<file path="config.mk">
export PLATFORM = sky130hd
export DESIGN_NAME = exp_datapath
export DESIGN_NICKNAME = d
export VERILOG_FILES = /design/src/rtl/exp_datapath.sv
export SDC_FILE = /design/constraint.sdc
export NUM_CORES = 1
export LEC_CHECK = 0
export CORE_ASPECT_RATIO = 0.8
export CORE_UTILIZATION = 54
export CTS_BUF_LIST = sky130_fd_sc_hd__clkbuf_2 sky130_fd_sc_hd__clkbuf_4 sky130_fd_sc_hd__clkbuf_8
export CTS_CLUSTER_DIAMETER = 50
export DETAILED_ROUTE_END_ITERATION = 10
export PLACE_DENSITY_LB_ADDON = 0.12
export SLEW_MARGIN = 0
export SYNTH_ARGS = -nofsm -noshare
export SYNTH_HDL_FRONTEND = slang
export SYNTH_SLANG_ARGS = --single-unit
</file>
<file path="constraint.sdc">
create_clock -name clk -period 8.95 [get_ports clk]
set_clock_uncertainty 0.2 [all_clocks]
set_input_delay 0.895 -clock clk [delete_from_list [all_inputs] [get_ports clk]]
set_output_delay 0.895 -clock clk [all_outputs]
set_load 0.02 [all_outputs]
</file>
<file path="src/rtl/exp_datapath.sv">
// Exponent datapath: A/B exponent and shift-amount registers, two 16-bit adders
// with selectable operands, and max/zero exponent flags.
module exp_datapath (
    input  logic        clk,
    input  logic        reset,
    input  logic        fpuhold,
    input  logic        dprec,
    input  logic [10:0] a_in_exp,
    input  logic [10:0] b_in_exp,
    input  logic [1:0]  aexp_sel,
    input  logic [1:0]  bexp_sel,
    input  logic [15:0] excon,
    input  logic [5:0]  priout,
    input  logic [1:0]  mux1ad,
    input  logic [1:0]  mux2ad,
    input  logic [1:0]  mux2bd,
    input  logic        addtcin,
    input  logic        addlcin,
    input  logic [1:0]  muxaed,
    input  logic        muxbed,
    input  logic [1:0]  muxsad_a,
    output logic [15:0] aexp,
    output logic [15:0] bexp,
    output logic [15:0] sa,
    output logic [15:0] addtop,
    output logic [15:0] addlow,
    output logic        topsign,
    output logic        aele,
    output logic        bele,
    output logic        azle,
    output logic        bzle
);

    logic [15:0] op_x;
    logic [15:0] op_y;
    logic [15:0] op_z;

    always_comb begin
        unique case (mux1ad)
            2'd0:    op_x = ~excon;
            2'd1:    op_x = excon;
            2'd2:    op_x = bexp;
            default: op_x = '0;
        endcase
        unique case (mux2ad)
            2'd0:    op_y = excon;
            2'd1:    op_y = sa;
            2'd2:    op_y = aexp;
            default: op_y = '0;
        endcase
        unique case (mux2bd)
            2'd0:    op_z = ~excon;
            2'd1:    op_z = ~aexp;
            2'd2:    op_z = 16'h0001;
            default: op_z = '1;
        endcase
    end

    // Carry-out of both adders is intentionally dropped (mod 2^16 wrap).
    assign addtop  = op_x + op_y + {15'b0, addtcin};
    assign addlow  = op_z + aexp + {15'b0, addlcin};
    assign topsign = addtop[15];

    always_ff @(posedge clk) begin
        if (reset) begin
            aexp <= '0;
        end else if (!fpuhold) begin
            if (aexp_sel == 2'd1) begin
                aexp <= {8'h00, a_in_exp[7:0]};
            end else if (aexp_sel == 2'd2) begin
                aexp <= {5'h00, a_in_exp};
            end else begin
                unique case (muxaed)
                    2'd1:    aexp <= excon;
                    2'd2:    aexp <= addtop;
                    2'd3:    aexp <= addlow;
                    default: aexp <= aexp;
                endcase
            end
        end
    end

    // bexp copies the pre-edge aexp, so a same-edge aexp load is not seen.
    always_ff @(posedge clk) begin
        if (reset) begin
            bexp <= '0;
        end else if (!fpuhold) begin
            if (bexp_sel == 2'd1) begin
                bexp <= {8'h00, b_in_exp[7:0]};
            end else if (bexp_sel == 2'd2) begin
                bexp <= {5'h00, b_in_exp};
            end else if (muxbed) begin
                bexp <= aexp;
            end
        end
    end

    always_ff @(posedge clk) begin
        if (reset) begin
            sa <= '0;
        end else if (!fpuhold) begin
            unique case (muxsad_a)
                2'd0:    sa <= {10'b0, dprec, 5'h1F};
                2'd1:    sa <= {10'b0, priout};
                2'd2:    sa <= excon;
                default: sa <= sa;
            endcase
        end
    end

    assign aele = dprec ? (aexp[10:0] == 11'h7FF)
                        : (aexp[7:0] == 8'hFF && aexp[15:8] == 8'h00);
    assign bele = dprec ? (bexp[10:0] == 11'h7FF)
                        : (bexp[7:0] == 8'hFF && bexp[15:8] == 8'h00);
    assign azle = (aexp == '0);
    assign bzle = (bexp == '0);

endmodule
</file>
Word-level counts from Yosys, hierarchy flattened. Cells that the tools add are included. Widths: inputs -> output; s select.

Reduce and logical (&&, ||, !) cells: 16. Equality and inequality tests: 19. Add/sub/neg operators: 4. Muxes and demuxes: 12. Bitwise operators: 3.

Operators by type and width (number): $pmux 16 s3 (5); $mux 16 (5); $add 16x1->16 (2); $add 16x16->16 (2); $logic_not 16->1 (2); $not 16->16 (2); $eq 11x11->1 const B (2); $eq 2x2->1 const B (8); $eq 8x8->1 const B (2); $logic_not 8->1 (2); $eq 2x1->1 const B (7); $logic_not 2->1 (4); $reduce_and 2->1 (3); $reduce_bool 3->1 (2); $reduce_bool 5->1 (1); $logic_and 1x1->1 (2); $mux 1 (2); $not 1->1 (1).

Bits of input ports: 65. Word-level logic and storage cells: 57. Output and inout port bits: 85. Register bits after elaboration: 48.

Logic depth before layout (Yosys ltp).
Word-level depth: 7. Mapped depth: 16.

Worst setup path before layout. No wires, ideal clock.

Path kind: in2out. Start point: in mux1ad[1]. End point: out addtop[14]. Stages: 14. Arrival: 3.991 ns. Slack: 3.864 ns. Data required time: 7.855 ns. Cell sequence: buf_2 > buf_1 > mux2i_1 > o21ai_0 > fa_1 > inv_1 > fa_1 > nor2b_4 > o31a_1 > o221a_4 > o211ai_4 > a211o_1 > nand2_1 > xor2_1.

Cells in the longest elaborated chain, start to end: 4. Elaborated cells on any way between the ends: 6. Those cells by class: add/sub (2); eq/ne (2); mux (1); reduce/logical (1).

RTL lines: start, declared (RTL line 14) `input logic [1:0] mux1ad,`; $eq 2x2->1 (tied with other cells) (RTL line 39) `unique case (mux1ad)`; $pmux 16 s3 (*) (RTL line 39); $add 16x16->16 (*) (RTL line 60) `assign addtop = op_x + op_y + {15'b0, addtcin};`; $add 16x1->16 (*) (RTL line 60); end, declared (RTL line 25) `output logic [15:0] addtop,`.

Every way passes the cells marked *; elsewhere a longest branch is shown, timed or not.

Worst setup path in the final report. Ends and elaborated chain as after synthesis.

==> flow_summary.ini <==
[floorplanning]
rows = 31
initial_core_util_pct = 55.6
die-area_um2 = 9730
ioPinCount = 150
core_area_um2 = 9080
die_w_um = 110
die_h_um = 88.4

[pwr]
ir_drop_v = 0.0000855
power.density_nw_per_um2 = 144
p_leak_uw = 0.00276

[synth]
yosysWarnings = 0
syn_area_um2 = 5040
synth-edff-count = 0
yosysUniqueCellTypes = 69
synth_flop_cell = dfxtp_1
ys_ff_latch = 48
ys_seq_area_share_pct = 19.1
syn_inst = 708
synthArstFlopShare_pct = 0
syn_nets = 812
syn_avg_cell_area_um2 = 7.12

[sta]
hold_viol = 0
rsz0062_at_grt = no
worst_pin_slew_ns = 1.26
finalSetupViolCount = 0
report.final.slew_viol_count = 0
period_needed_ns = 6.79
worst_slew_margin_rel_pct = 15.4
clock.fmax_mhz = 147
tns_ns = 0
finalCritPeriodShare_pct = 75.9

[cts]
ctsResizeCount = 0
holdBufCountCts = 0
cts_buffer_depth = 2
cts_made_buffers = 5
cts_tree = done
post-cts-setup-buffer-count = 0
htreeDepth = 2
cts-root-buf = clkbuf_8
clock_sinks = 48
clk_pin_slew_ns = 0.10
clk-insertion-delay-late_ns = 0.32

[place]
hpwl_um = 13900
gp_congestion = 0.929
port_buffers = 149

[cells_and_area]
nNetsFinal = 933
final_common_cell = clkdlybuf4s50_1
final_util_pct = 73.5
area_growth_pct = 32.3
drive_gt1_share_pct = 3.86
diodes = 0
final_cell_mix = clkdlybuf4s50_1 (149), nand2_1 (95), nor2_1 (83)

[worst_setup_path]
r2r_cells = 12
arrival_ns = 5.70
cp_max_fo = 17
setup.worst_path.start_class = input port
required_ns = 7.86
criticalPathCategory = input port to primary output
end_kind = primary output

[hold_path]
hold_class = flip-flop to flip-flop
whs_path_depth = 2

[route]
viasPerCell = 6.39
drcViolationCount = 0
wl_um = 18100
drtAntennaViolNets = 0
dr.first_iter.drc_count = 502
vias = 6039
wl_per_cell_um = 19.1
drtPass1Iterations = 8

[run_status]
status = finished clean

[job]
maxCapViolations = 0

[grt]
antenna_found_initial = 0
grt_usage_pct = 37.2
grt_pass1_vias = 5556
grt_pass1_wl_um = 28000
grt_max_degree = 49
overflow = 0
[sequential cells by signal (all words and copies together) (netlist names)]
| signal | count |
|---|---|
| aexp | 16 |
| bexp | 16 |
| sa | 16 |
[metrics by stage]
stage / setup slack (ns) / hold slack [ns] / total power, µW / instances / cell area, µm²
2_1_floorplan: 3.86 / 0.342 / 561 / 708 / 5040
3_3_place_gp: 2.41 / 0.259 / 764 / 937 / 6550
3_5_place_dp: 2.29 / 0.261 / 773 / 937 / 6550
4_1_cts: 2.27 / 0.276 / 951 / 945 / 6670
5_1_grt: 1.83 / 0.299 / 1010 / 945 / 6670
6_report: 2.16 / 0.279 / 960 / 945 / 6670
[worst paths after layout]
check | startpoint | end | slack [ns]
worst max-delay path | mux1ad[1] | addtop[14] | 2.16
worst min-delay path | sa[6] | sa[6] | 0.28
worst max register to register | aexp[0] | aexp[14] | 5.30
worst min register to register | sa[6] | sa[6] | 0.28
[kinds of logic after synthesis]
kind of cell | count (synthesis) | synth area share [%]
simple gates | 266 | 23.9
compound gates | 213 | 28.5
buf+inv | 77 | 6.00
flops | 48 | 19.1
fa+ha+maj | 39 | 10.3
mux | 37 | 7.39
xor+xnor | 28 | 4.86
[layout make-up]
| type | count | area [µm²] |
|---|---|---|
| multi-input combinational | 583 | 3780 |
| fill | 755 | 2400 |
| timing repair buffer | 154 | 1530 |
| sequential | 48 | 961 |
| tap | 115 | 144 |
| inverter | 37 | 139 |
| clock buffer | 6 | 82.6 |
| clock inverter | 2 | 38.8 |
[where the power goes]
group          switching, µW  total [µW]  internal [µW]
clock network           87.5         179           91.7
logic                    290         523            233
registers               29.1         257            228
total                    407         960            553
[synth_stat cells, types with 7 or more instances]
cell	n	share of area, %
o21ai_0	39	3.9
buf_2	8	0.79
mux2i_1	35	6.9
a21o_1	14	2.1
nor3_1	13	1.3
nand3_1	19	1.9
xor2_1	10	1.7
nand4_1	8	0.99
clkbuf_1	27	2.0
nand2_1	95	7.1
dfxtp_1	48	19
ha_1	35	8.7
nor2b_1	9	1.1
a211oi_1	13	1.9
nor4_1	9	1.1
a21oi_1	63	6.3
a221oi_1	12	2.1
a311oi_1	10	1.7
o21a_1	7	1.0
xnor2_1	18	3.1
nor2_1	83	6.2
inv_1	37	2.8
[critical path: stages]
cell and delay [ns]:
clkdlybuf4s50_1 0.92, nor2b_1 1.01, nand2_1 0.10, o21ai_0 0.15, fa_1 0.27, inv_1 0.06, fa_1 0.43, nor2b_4 0.14
o31a_1 0.21, o221a_4 0.23, o211ai_4 0.12, a211o_1 0.30, nand2_1 0.09, xor2_1 0.14, clkdlybuf4s50_1 0.61
[routing by layer]
metal  share of wire, %  GRT usage, %
met5                  0             0
met4                2.5          13.2
met3                7.6          7.07
met2                 47          61.0
met1                 43          48.8
(Power assumes the default switching activity.)
